<file path="src/rtl/elastic_connector.sv">
// Registered valid/ready stage built on a 2-entry skid buffer: Out, Out_valid,
// Count and the state part of In_ready all come straight from flops.
module elastic_connector #(
    parameter int WIDTH = 32
) (
    input  logic             clk,
    input  logic             rst_n,
    input  logic             Flush,
    input  logic [WIDTH-1:0] In,
    input  logic             In_valid,
    output logic             In_ready,
    output logic [WIDTH-1:0] Out,
    output logic             Out_valid,
    input  logic             Out_ready,
    output logic [1:0]       Count
);

    // The encoding doubles as the occupancy count.
    typedef enum logic [1:0] {
        EMPTY = 2'd0,
        ONE   = 2'd1,
        FULL  = 2'd2
    } state_t;

    state_t           state;
    state_t           state_nxt;
    logic [WIDTH-1:0] m_q;
    logic [WIDTH-1:0] s_q;
    logic             acc;
    logic             drn;
    logic             m_load_in;
    logic             m_load_s;
    logic             s_load_in;

    assign Out_valid = (state != EMPTY);
    assign In_ready  = (state != FULL) & ~Flush;
    assign Out       = m_q;
    assign Count     = state;

    assign acc = In_valid & In_ready;
    assign drn = Out_valid & Out_ready;

    always_comb begin
        // NOTE: every signal gets a default before the case so no path
        // leaves one unassigned; otherwise synthesis infers a latch.
        state_nxt = state;
        m_load_in = 1'b0;
        m_load_s  = 1'b0;
        s_load_in = 1'b0;
        if (Flush) begin
            // In_ready is low, so nothing is accepted; a drain still completes.
            state_nxt = EMPTY;
        end else begin
            unique case (state)
                EMPTY: begin
                    if (acc) begin
                        m_load_in = 1'b1;
                        state_nxt = ONE;
                    end
                end
                ONE: begin
                    if (acc && drn) begin
                        m_load_in = 1'b1;
                    end else if (acc) begin
                        s_load_in = 1'b1;
                        state_nxt = FULL;
                    end else if (drn) begin
                        state_nxt = EMPTY;
                    end
                end
                FULL: begin
                    // The skid word moves up behind the departing main word.
                    if (drn) begin
                        m_load_s  = 1'b1;
                        state_nxt = ONE;
                    end
                end
                default: state_nxt = EMPTY;
            endcase
        end
    end

    // NOTE: sequential state uses non-blocking assignments so every flop
    // samples pre-edge values regardless of statement order.
    always_ff @(posedge clk or negedge rst_n) begin
        if (!rst_n) begin
            state <= EMPTY;
        end else begin
            state <= state_nxt;
        end
    end

    // NOTE: the data registers are reset too, so Out reads 0 out of reset
    // instead of whatever the flops powered up with.
    always_ff @(posedge clk or negedge rst_n) begin
        if (!rst_n) begin
            m_q <= '0;
            s_q <= '0;
        end else begin
            if (m_load_in) begin
                m_q <= In;
            end else if (m_load_s) begin
                m_q <= s_q;
            end
            if (s_load_in) begin
                s_q <= In;
            end
        end
    end

endmodule

</file>
<file path="config.mk">
export PLATFORM = sky130hd
export DESIGN_NAME = elastic_connector
export DESIGN_NICKNAME = d
export VERILOG_FILES = /design/src/rtl/elastic_connector.sv
export SDC_FILE = /design/constraint.sdc
export NUM_CORES = 1
export LEC_CHECK = 0
export ABC_AREA = 1
export BUFFER_PORTS_ARGS = -buffer_cell sky130_fd_sc_hd__buf_2
export CORE_ASPECT_RATIO = 1.2
export CORE_MARGIN = 10
export CORE_UTILIZATION = 53
export CTS_CLUSTER_SIZE = 25
export DETAILED_ROUTE_END_ITERATION = 12
export GPL_ROUTABILITY_DRIVEN = 0
export MAX_ROUTING_LAYER = met4
export PLACE_DENSITY = 0.79
export RECOVER_POWER = 50
export SETUP_SLACK_MARGIN = 0.5
export SYNTH_ARGS = -nofsm -noshare
export SYNTH_HDL_FRONTEND = slang
export SYNTH_SLANG_ARGS = --single-unit
</file>
<file path="constraint.sdc">
create_clock -name clk -period 1.5 [get_ports clk]
set_input_delay 0.075 -clock clk [delete_from_list [all_inputs] [get_ports clk]]
set_output_delay 0.075 -clock clk [all_outputs]
set_load 0.03 [all_outputs]
</file>
======== Yosys cells after proc, flatten, opt, wreduce, memory -nomap -nowiden ========
Index checks and enable logic that the tools add are counted.
storage, ports and cells
  logic and storage cells ................. 38
  bits of input ports ..................... 37
  register bits ........................... 66
  output and inout bits ................... 36
cells by class
  bitwise logic cells ..................... 4
  reduce and logical (&&, ||, !) cells .... 5
  mux-type cells .......................... 19
  equality and inequality tests ........... 7
operator list
  kind                  number
  $mux W32              2
  $mux W2               6
  $mux W1               9
  $ne A3 B3 Y1 const B  3
  $pmux W2 S3           1
  $ne A4 B4 Y1 const B  1
  $reduce_and A4 Y1     1
  $reduce_bool A2 Y1    2
  $and A1 B1 Y1         3
  $eq A2 B1 Y1 const B  1
  $eq A2 B2 Y1 const B  1
  $logic_not A2 Y1      1
  $ne A2 B2 Y1 const B  1
  $pmux W1 S2           1
  $logic_and A1 B1 Y1   1
  $not A1 Y1            1

======== Longest topological paths before layout ========
Gate-level depths: netlist of the first run.
  depth after elaboration ................. 8
  depth in mapped cells ................... 8
  mapped depth without buffers ............ 6

======== Worst setup path before layout of the first run ========
OpenSTA, ideal clock, no wires.
  path kind ............................... reg2reg
  from .................................... register state[1] (netlist: Count[1])
  to ...................................... register s_q[22]
  buffers on the path ..................... 2
  data required time ...................... 1370 ps
  arrival time ............................ 1300 ps
  cell stages (with the launch flop) ...... 7
  setup time .............................. 130 ps
  clock period less this slack ............ 1430 ps
  path slack .............................. 70 ps
  path through ............................ dfrtp_1 > nor2_4 > nand3_1 > buf_4 > buf_4 > nand2_1 > o21ai_1
on the way
  longest elaborated chain between the ends .. 7
  elaborated cells on any way between the ends .. 11
  classes of those cells .................. eq/ne: 2; mux: 4; bitwise: 3; reduce/logical: 2
RTL lines
  item                                                   RTL line  RTL
  from (decl)                                            25        state_t state;
  from (signal assigned)                                 89        state <= state_nxt;
  $ne A2 B2 Y1                                           36        assign In_ready = (state != FULL) & ~Flush;
  $and A1 B1 Y1                                          36
  $and A1 B1 Y1                                          40        assign acc = In_valid & In_ready;
  $mux W1 / $logic_and A1 B1 Y1 (equally long branches)  64, 62
  $mux W1                                                62        if (acc && drn) begin
  $mux W1 *                                              54        unique case (state)
  $mux W1 *                                              50        if (Flush) begin
  to (signal assigned)                                   106       s_q <= In;
  to (decl)                                              28        logic [WIDTH-1:0] s_q;
Mark *: on every way between the ends. The rest lies on a longest branch, timed or not.
A chain may end at the register's enable or synchronous reset.

======== Worst setup path after layout of the first run ========
  from .................................... register state[1] (netlist: Count[1])
  to ...................................... register m_q[10] (netlist: Out[10])
on the way
  longest elaborated chain between the ends .. 8
  elaborated cells on any way between the ends .. 18
  classes of those cells .................. eq/ne: 3; mux: 8; bitwise: 3; reduce/logical: 4
RTL lines
  item                                                   RTL line  RTL
  $ne A2 B2 Y1                                           36
  $and A1 B1 Y1                                          36
  $and A1 B1 Y1                                          40
  $logic_and A1 B1 Y1                                    62
  $mux W1                                                62
  $pmux W1 S2                                            54
  $mux W1                                                50
  $mux W32 / $reduce_bool A2 Y1 (equally long branches)  n/a
  to (signal assigned)                                   101       m_q <= In;
  to (signal assigned)                                   103       m_q <= s_q;
  to (decl)                                              27        logic [WIDTH-1:0] m_q;
Several ways; a longest one is shown, not always the timed one.

==> results.py, run 1 <==
metrics = {
    "timing": {
        "finalSetupViolations": 0,
        "maxSlewViolCount": 0,
        "fin_setup_tns_ns": 0,
        "rsz0062_at_grt": "yes",
        "slew_headroom": 0.620,
        "skew_ns": 0.00857,
        "tightest_slew_ns": 0.570,
        "finalCritPeriodShare": 0.987,
        "hold_violations": 0,
        "timing.final.crit_period_ns": 1.48,
        "fmax_mhz": 676,
    },
    "routing": {
        "firstDrtPassIters": 5,
        "drt_wl_total_mm": 13.9,
        "avgRoutedWirePerCell_um": 25.1,
        "dr.first_iter.drc_count": 489,
        "via_count": 3665,
        "drtAntennaViolNets": 0,
        "drc": 0,
        "vias_per_cell": 6.62,
    },
    "grt": {
        "grt_pass1_wl_mm": 14.3,
        "globalRouteOverflowTotal": 0,
        "grt_max_degree": 45,
        "grt_pass1_vias": 2899,
        "antenna_found_initial": 1,
        "grt_use_total": 0.207,
    },
    "worst_setup_path": {
        "worstSetupStartpointType": "flip-flop",
        "cpMaxStageDelayCell": "dfrtp_2",
        "arrival_ns": 1.70,
        "max_stage_delay_ns": 0.45,
        "cp_cell_sequence": "buf_4, nand3_4, clkinv_8, clkbuf_16, nand2_1, nand3_1",
        "cp.required_ns": 1.72,
        "worst-path-max-fanout": 9,
        "end_kind": "flip-flop",
        "crit_type": "flip-flop to flip-flop",
    },
    "layout": {
        "nNetsFinal": 522,
        "area_growth_pct": 62.2,
        "drive_gt1_frac": 0.363,
        "fin_util": 0.896,
        "final_cell_mix": "64 x dfrtp_1, 64 x nand2_1, 39 x buf_2",
        "fin_area_mm2": 0.00478,
    },
    "clock_tree": {
        "path_clk_slew_ns": 0.08,
        "insertion_delay_ns": 0.35,
        "cts_sinks": 66,
        "htreeDepth": 3,
        "cts_made_buffers": 9,
        "cts_root_buffer": "clkbuf_8",
        "tritoncts": "yes",
        "clockBufferDepth": 2,
    },
    "floorplanning": {
        "core_mm2": 0.00533,
        "fp.dieW_um": 88.1,
        "die_y_um": 102,
        "dieArea_mm2": 0.00895,
        "start_util": 0.552,
        "rows": 29,
        "io_pins": 73,
    },
    "outcome": {
        "status": "completed",
    },
    "synthesis": {
        "synth_area_mm2": 0.00295,
        "synth_largest_area_cell": "dfrtp_1",
        "syn_inst": 339,
        "synthDistinctLibCells": 16,
        "netlist_top_cells_area": "dfrtp_1 56%, nand3_1 12%, nand2_1 8.9%, nand4_1 7.0%, o21ai_1 5.4%",
        "synth_warnings": 0,
        "seq_area_frac_synth": 0.561,
        "avgSynthCellArea_um2": 8.69,
        "ys_seq_elements": 66,
        "synth_top_area_share": 0.561,
        "synth_nets": 376,
    },
    "job": {
        "max-cap-violations": 0,
    },
    "hold_path": {
        "hp-class": "input pin to async pin",
    },
    "power": {
        "ir_drop_mv": 1.06,
        "power_leakage_nw": 2.45,
        "power_density_mw_per_mm2": 1320,
    },
    "placed_design": {
        "port_buffers": 72,
        "placed_area_mm2": 0.00344,
        "post-dp-hpwl_mm": 5.22,
    },
}
==> cells in the mapped netlist <==
master    instances
dfrtp_1          66
nor2_1            1
or2_2             1
nand3_1          70
buf_6             3
nand2_1          70
nand3_2           1
buf_4             3
nor2_4            1
o21ai_1          32
a21oi_1           1
inv_1            34
nand4_1          33
clkbuf_1         13
inv_2             3
buf_2             7
==> cell families after synthesis <==
family | after synthesis | share of synthesized area
AND/OR/NAND/NOR | 177 | 0.289
flip-flops | 66 | 0.561
buffers and inverters | 63 | 0.0947
AO/OA/AOI/OAI | 33 | 0.0560
==> path summary, 6_finish.rpt <==
| check | start | end | slack, ns | cells after the start |
|---|---|---|---|---|
| min | rst_n | Out[20] | 0.1 | 2 |
| min in group clk | In_valid | Out[31] | 0.22 | 3 |
| max | Count[1] | Out[10] | 0.02 | 6 |
| max reg2reg | Count[1] | Out[10] | 0.02 | 6 |
| min reg2reg | s_q[29] | s_q[29] | 0.50 | 2 |
| max in group asynchronous | rst_n | Count[0] | 0.53 | 3 |
==> routing by layer <==
layer / share of wire / track usage
met5: 0 / -
met4: 0.053 / 0.106
met3: 0.13 / 0.0410
met2: 0.49 / 0.322
met1: 0.34 / 0.248
==> timing repair <==
| item | 4_1_cts | 5_1_grt |
|---|---|---|
| gates cloned | 3 | 8 |
| hold buffers | 33 | 0 |
| pin swaps | 0 | 13 |
| buffers inserted | 7 | 22 |
| resized for setup | 32 | 120 |
| hold endpoints to repair | 98 | 0 |
| setup endpoints to repair | 73 | 96 |
==> report_power, final <==
part | switching (mW) | total [mW] | internal [mW] | leakage, nW
clock | 0.744 | 1.55 | 0.809 | 0.103
sequential | 0.387 | 2.66 | 2.27 | 0.826
combinational | 1.28 | 2.11 | 0.834 | 1.52
total | 2.41 | 6.32 | 3.91 | 2.45
==> metrics by stage <==
step | setup WS (ns) | hold slack, ns | std cells | power, mW
2_1_floorplan | 0.235 | -0.221 | 339 | 3.48
3_3_place_gp | 0.278 | -0.119 | 463 | 3.93
3_5_place_dp | 0.210 | -0.116 | 463 | 3.99
4_1_cts | 0.231 | 0.0523 | 522 | 5.63
5_1_grt | -0.00262 | 0.101 | 553 | 6.50
6_report | 0.0200 | 0.0959 | 554 | 6.32
==> sequential cells by signal, summed over array words and instances (netlist names) <==
register  flops
Out          32
Count         2
s_q          32
==> final cells by class <==
cell class / instances / area [um2]
clock buffer: 11 / 141
inverter: 37 / 154
sequential: 66 / 1650
timing repair buffer: 161 / 1390
tap: 62 / 77.6
multi-input combinational: 210 / 1310
clock inverter: 5 / 53.8
fill: 201 / 556
antenna: 2 / 5.00
==> critical path: cells and delay by family (launching register included) <==
kind          cells  cell delay [ns]
buf+inv           3             0.49
flops             1             0.45
simple gates      3             0.40
(Power assumes the default switching activity.)
==> inputs of run 2 (changes only) <==
--- a/config.mk
+++ b/config.mk
@@ -15,7 +15,7 @@
 export GPL_ROUTABILITY_DRIVEN = 0
 export MAX_ROUTING_LAYER = met4
 export PLACE_DENSITY = 0.79
-export RECOVER_POWER = 50
+export RECOVER_POWER = 25
 export SETUP_SLACK_MARGIN = 0.5
 export SYNTH_ARGS = -nofsm -noshare
 export SYNTH_HDL_FRONTEND = slang
==> run 2 against run 1 <==
Against the previous run:
- wire length is 2.0% higher
- final cell count is the same
- utilization up 2.0 points
- via count up 2.3%
- setup slack improved by 0.015 ns
- critical path depth up 1
- combinational power increased by 7%
- global-route usage unchanged
==> results.py, run 2 (same netlist as run 1, synthesis figures left out) <==
metrics = {
    "outcome": {
        "status": "completed",
    },
    "routing": {
        "routed.top_layer": "met4",
        "wl_met3_mm": 1.74,
        "drt_wl_total_mm": 14.2,
        "via_count": 3749,
        "wl_met2_mm": 6.63,
        "vias_per_cell": 6.77,
        "dr.first_iter.drc_count": 577,
        "drtAntennaViolNets": 0,
        "avgRoutedWirePerCell_um": 25.5,
        "drc": 0,
        "firstDrtPassIters": 6,
        "wl_met1_mm": 4.75,
    },
    "grt": {
        "antenna_found_initial": 1,
        "grt_max_degree": 45,
        "grt_pass1_vias": 2899,
        "grt_pass1_wl_mm": 14.3,
        "grt_use_total": 0.207,
        "globalRouteOverflowTotal": 0,
    },
    "clock_tree": {
        "htreeDepth": 3,
        "cts_root_buffer": "clkbuf_8",
        "tritoncts": "yes",
        "cts_sinks": 66,
        "path_clk_slew_ns": 0.08,
        "cts_made_buffers": 9,
        "clockBufferDepth": 2,
        "insertion_delay_ns": 0.36,
    },
    "timing": {
        "tightest_slew_ns": 0.378,
        "fmax_mhz": 682,
        "finalWorstSetupSlack_ns": 0.0347,
        "hold_violations": 0,
        "fin_setup_tns_ns": 0,
        "finalSetupViolations": 0,
        "skew_ns": 0.00932,
        "rsz0062_at_grt": "yes",
        "finalCritPeriodShare": 0.977,
        "timing.final.crit_period_ns": 1.47,
        "slew_headroom": 0.748,
        "maxSlewViolCount": 0,
    },
    "placed_design": {
        "port_buffers": 72,
        "placed_area_mm2": 0.00344,
        "pre_cts_ws_ns": 0.210,
        "post-dp-hpwl_mm": 5.22,
    },
    "floorplanning": {
        "io_pins": 73,
        "rows": 29,
        "dieArea_mm2": 0.00895,
        "die_y_um": 102,
        "start_util": 0.552,
        "core_mm2": 0.00533,
        "fp.dieW_um": 88.1,
    },
    "worst_setup_path": {
        "cp.required_ns": 1.73,
        "worstSetupStartpointType": "flip-flop",
        "max_stage_delay_ns": 0.44,
        "cp_cell_sequence": "buf_6, nand2_4, inv_4, nand3_4, buf_12, nand2_1, o21ai_1",
        "end_kind": "flip-flop",
        "worst-path-max-fanout": 15,
        "crit_buf_inv": 3,
        "arrival_ns": 1.70,
        "crit_type": "flip-flop to flip-flop",
        "cpMaxStageDelayCell": "dfrtp_2",
        "critPathTopFamily": "flip-flops",
    },
    "layout": {
        "nFillCells": 173,
        "drive_gt1_frac": 0.400,
        "fin_area_mm2": 0.00489,
        "fin_util": 0.916,
        "final_cell_mix": "64 x dfrtp_1, 64 x nand2_1, 44 x buf_4",
        "area_growth_pct": 65.8,
        "nNetsFinal": 522,
    },
    "power": {
        "power_density_mw_per_mm2": 1330,
        "ir_drop_mv": 1.06,
        "power_leakage_nw": 2.53,
    },
    "job": {
        "max-cap-violations": 0,
    },
    "hold_path": {
        "hp-class": "input pin to async pin",
    },
}
## run 2: cell count changes in the layout (fill, tap and decap cells not counted), sizes merged
| cell | change |
|---|---|
| buf | +19 |
| clkbuf | -19 |
## run 2: repair_timing
| item | in CTS | in global routing |
|---|---|---|
| hold buffers | 33 | 0 |
| endpoints found under the hold margin | 98 | 0 |
| gates cloned | 3 | 8 |
| pin swaps | 0 | 13 |
| endpoints found under the setup margin | 73 | 96 |
| buffers inserted | 7 | 22 |
| gates resized for setup | 32 | 120 |
## run 2: power breakdown
part           switching [mW]  internal (mW)
sequential              0.398           2.27
combinational            1.29          0.956
clock                   0.751          0.809
## run 2: layout make-up
cell class	count	area (um2)	share of cell area
Sequential cell	66	1650	0.339
Timing Repair Buffer	161	1500	0.306
Multi-Input combinational cell	210	1310	0.267
Inverter	37	154	0.0315
Clock buffer	11	141	0.0289
Tap cell	62	77.6	0.0159
Clock inverter	5	53.8	0.0110
Antenna cell	2	5.00	0.00102
## run 2: path summary, 6_finish.rpt
kind                            from  endpoint  slack, ns  cells after the start
max                         Count[0]   s_q[16]       0.03                      7
min                            rst_n   Out[20]        0.1                      2
max reg2reg                 Count[0]   s_q[16]       0.03                      7
min reg2reg                  s_q[28]   s_q[28]       0.50                      2
max in group asynchronous      rst_n  Count[0]       0.79                      3
min in group clk           Out_ready  Count[1]       0.23                      4
## run 2: routing by layer
metal  vias to the layer above  track usage
met5                         -            -
met4                         0        0.106
met3                       123       0.0410
met2                       436        0.322
met1                      1744        0.248
li1                       1446            -
## run 2: metrics by stage
stage                     instances  power [mW]  hold WS (ns)
after floorplan                 339        3.48        -0.221
after global placement          463        3.93        -0.119
after detailed placement        463        3.99        -0.116
after CTS                       522        5.63        0.0523
after global routing            553        6.63         0.106
final                           554        6.47        0.0954
==> inputs of run 3 (changes only) <==
--- a/config.mk
+++ b/config.mk
@@ -9,12 +9,12 @@
 export BUFFER_PORTS_ARGS = -buffer_cell sky130_fd_sc_hd__buf_2
 export CORE_ASPECT_RATIO = 1.2
 export CORE_MARGIN = 10
-export CORE_UTILIZATION = 53
+export CORE_UTILIZATION = 48
 export CTS_CLUSTER_SIZE = 25
 export DETAILED_ROUTE_END_ITERATION = 12
 export GPL_ROUTABILITY_DRIVEN = 0
 export MAX_ROUTING_LAYER = met4
-export PLACE_DENSITY = 0.79
+export PLACE_DENSITY = 0.76
 export RECOVER_POWER = 25
 export SETUP_SLACK_MARGIN = 0.5
 export SYNTH_ARGS = -nofsm -noshare
==> constraint.sdc (replaced) <==
create_clock -name clk -period 1.21 [get_ports clk]
set_input_delay 0.0605 -clock clk [delete_from_list [all_inputs] [get_ports clk]]
set_output_delay 0.0605 -clock clk [all_outputs]
set_load 0.03 [all_outputs]
==> run 3 against run 2 <==
Against the previous run:
- the flow now finishes with violations (negative setup slack)
- sequential share of layout area grew 2.3 points
- register-to-register slack lost 0.12 ns
- power grew 24%
- count of clock-buffer cells in the layout is the same
- sequential cell count is the same
- utilization shrank 15 points
- setup slack lost 0.14 ns
- wire length shrank 38%
- critical path depth shrank 4
- critical endpoint is now Out_valid
- largest cell class unchanged
==> results.py, run 3 (same netlist as run 1, synthesis figures left out) <==
metrics = {
    "routing": {
        "wl_met2_mm": 4.63,
        "firstDrtPassIters": 4,
        "drt_wl_total_mm": 8.78,
        "drtAntennaViolNets": 0,
        "dr.first_iter.drc_count": 190,
        "wl_met3_um": 529,
        "routed.top_layer": "met4",
        "vias_per_cell": 5.19,
        "wl_met1_mm": 3.44,
        "via_count": 2945,
        "avgRoutedWirePerCell_um": 15.5,
        "drc": 0,
    },
    "timing": {
        "finalCritPeriodShare": 1.09,
        "finalWorstSetupSlack_ns": -0.108,
        "skew_ns": 0.00276,
        "fmax_mhz": 758,
        "fin_setup_tns_ns": -3.25,
        "tightest_slew_ns": 0.811,
        "maxSlewViolCount": 0,
        "whs_ns": 0.139,
        "hold_violations": 0,
        "timing.final.crit_period_ns": 1.32,
        "slew_headroom": 0.459,
        "finalSetupViolations": 67,
        "rsz0062_at_grt": "yes",
    },
    "clock_tree": {
        "tritoncts": "yes",
        "cts_made_buffers": 9,
        "insertion_delay_ns": 0.34,
        "clockBufferDepth": 2,
        "path_clk_slew_ns": 0.07,
        "cts_sinks": 66,
        "cts_root_buffer": "clkbuf_8",
        "htreeDepth": 3,
    },
    "hold_path": {
        "hp-class": "input pin to flip-flop",
    },
    "power": {
        "ir_drop_mv": 1.09,
        "power_density_mw_per_mm2": 1750,
        "power_leakage_nw": 2.35,
        "p_total_mw": 8.01,
    },
    "layout": {
        "area_growth_pct": 55.3,
        "nNetsFinal": 517,
        "final_cells": 567,
        "nFillCells": 397,
        "drive_gt1_frac": 0.326,
        "final_cell_mix": "68 x nand3_1, 66 x nand2_1, 64 x dfrtp_1",
        "n_antenna_cell": 0,
        "layout_commonest_cell": "nand3_1",
    },
    "worst_setup_path": {
        "reg2reg_slack_ns": -0.09,
        "crit_top_cell": "buf_6",
        "cp.required_ns": 1.15,
        "cpMaxStageDelayCell": "dfrtp_2",
        "cp_cell_sequence": "buf_6, or2_4, buf_6",
        "timing.rr.start": "Count[1]",
        "arrival_ns": 1.26,
        "end_kind": "output port",
        "r2r-end": "Out[17]",
        "cp-endpoint": "Out_valid",
        "cp-startpoint": "Count[1]",
        "worstSetupStartpointType": "flip-flop",
        "worst-path-max-fanout": 4,
        "r2r_cells": 5,
        "max_stage_delay_ns": 0.42,
        "crit_type": "flip-flop to output port",
    },
    "placed_design": {
        "port_buffers": 72,
        "post-dp-hpwl_mm": 5.14,
        "dp_cells": 485,
    },
    "grt": {
        "globalRouteOverflowTotal": 0,
        "antenna_found_initial": 0,
        "grt_max_degree": 67,
        "grt_use_total": 0.185,
        "grt_pass1_wl_mm": 14.3,
        "grt_pass1_vias": 3024,
    },
    "floorplanning": {
        "fp.dieW_um": 91.5,
        "rows": 31,
        "dieArea_mm2": 0.00969,
        "core_mm2": 0.00601,
        "start_util": 0.490,
        "io_pins": 73,
        "die_y_um": 106,
    },
    "job": {
        "max-cap-violations": 0,
    },
    "outcome": {
        "status": "finished with violations",
        "violations": "negative setup slack",
    },
}
-- run 3: cell count changes in the layout (fill, tap and decap cells not counted), sizes merged --
cell / change
clkbuf: -8
buf: +3
clkinv: -3
bufinv: +2
diode: -2
inv: +1
-- run 3: how the worst min path moves through the flow --
stage,start,to,cells past startpoint
2_1_floorplan,rst_n,Count[0],0
3_3_place_gp,rst_n,s_q[22],2
3_5_place_dp,rst_n,Out[17],2
4_1_cts,Out_ready,Count[1],4
5_1_grt,In_valid,Out[25],3
6_report,In_valid,Out[25],3
-- run 3: report_power, final --
group / total [mW] / internal, mW / switching, mW
Clock: 2.29 / 1.47 / 0.819
Combinational: 2.49 / 1.23 / 1.27
Sequential: 3.22 / 2.81 / 0.407
Total: 8.01 / 5.51 / 2.49
-- run 3: cell type report --
class | instances | area (um2) | share of cell area
clock buffer | 11 | 151 | 0.0331
sequential | 66 | 1650 | 0.361
multi-input combinational | 210 | 1070 | 0.234
inverter | 37 | 139 | 0.0303
tap | 82 | 103 | 0.0224
clock inverter | 5 | 100 | 0.0219
timing repair buffer | 156 | 1360 | 0.297
-- run 3: repair_timing --
| item | CTS | global route |
|---|---|---|
| setup buffers | 22 | 11 |
| hold buffers | 33 | 0 |
| setup endpoints to repair | 102 | 102 |
| hold endpoints to repair | 98 | 0 |
| gates resized for setup | 76 | 17 |
| cloned | 0 | 0 |
| pin swaps | 1 | 1 |
-- run 3: critical path: cells and delay by family, from the launching register on --
kind | cells | cell delay [ns]
and+or+nand+nor | 1 | 0.23
buffers and inverters | 2 | 0.27
DFF | 1 | 0.42
-- run 3: stage by stage --
step                      worst slack (ns)   util  cell area [um2]
after detailed placement            0.0115  0.575             3460
final                               -0.108  0.761             4580
after floorplan                    -0.0547      -             2980
after global routing                -0.170  0.761             4580
after global placement              0.0574  0.575             3460
after CTS                          -0.0886  0.739             4440
-- run 3: per-layer routing --
layer  vias to the layer above  track usage
met5                         -            -
met4                         0       0.0942
met3                        15       0.0319
met2                       114        0.310
met1                      1395        0.206
li1                       1421            -
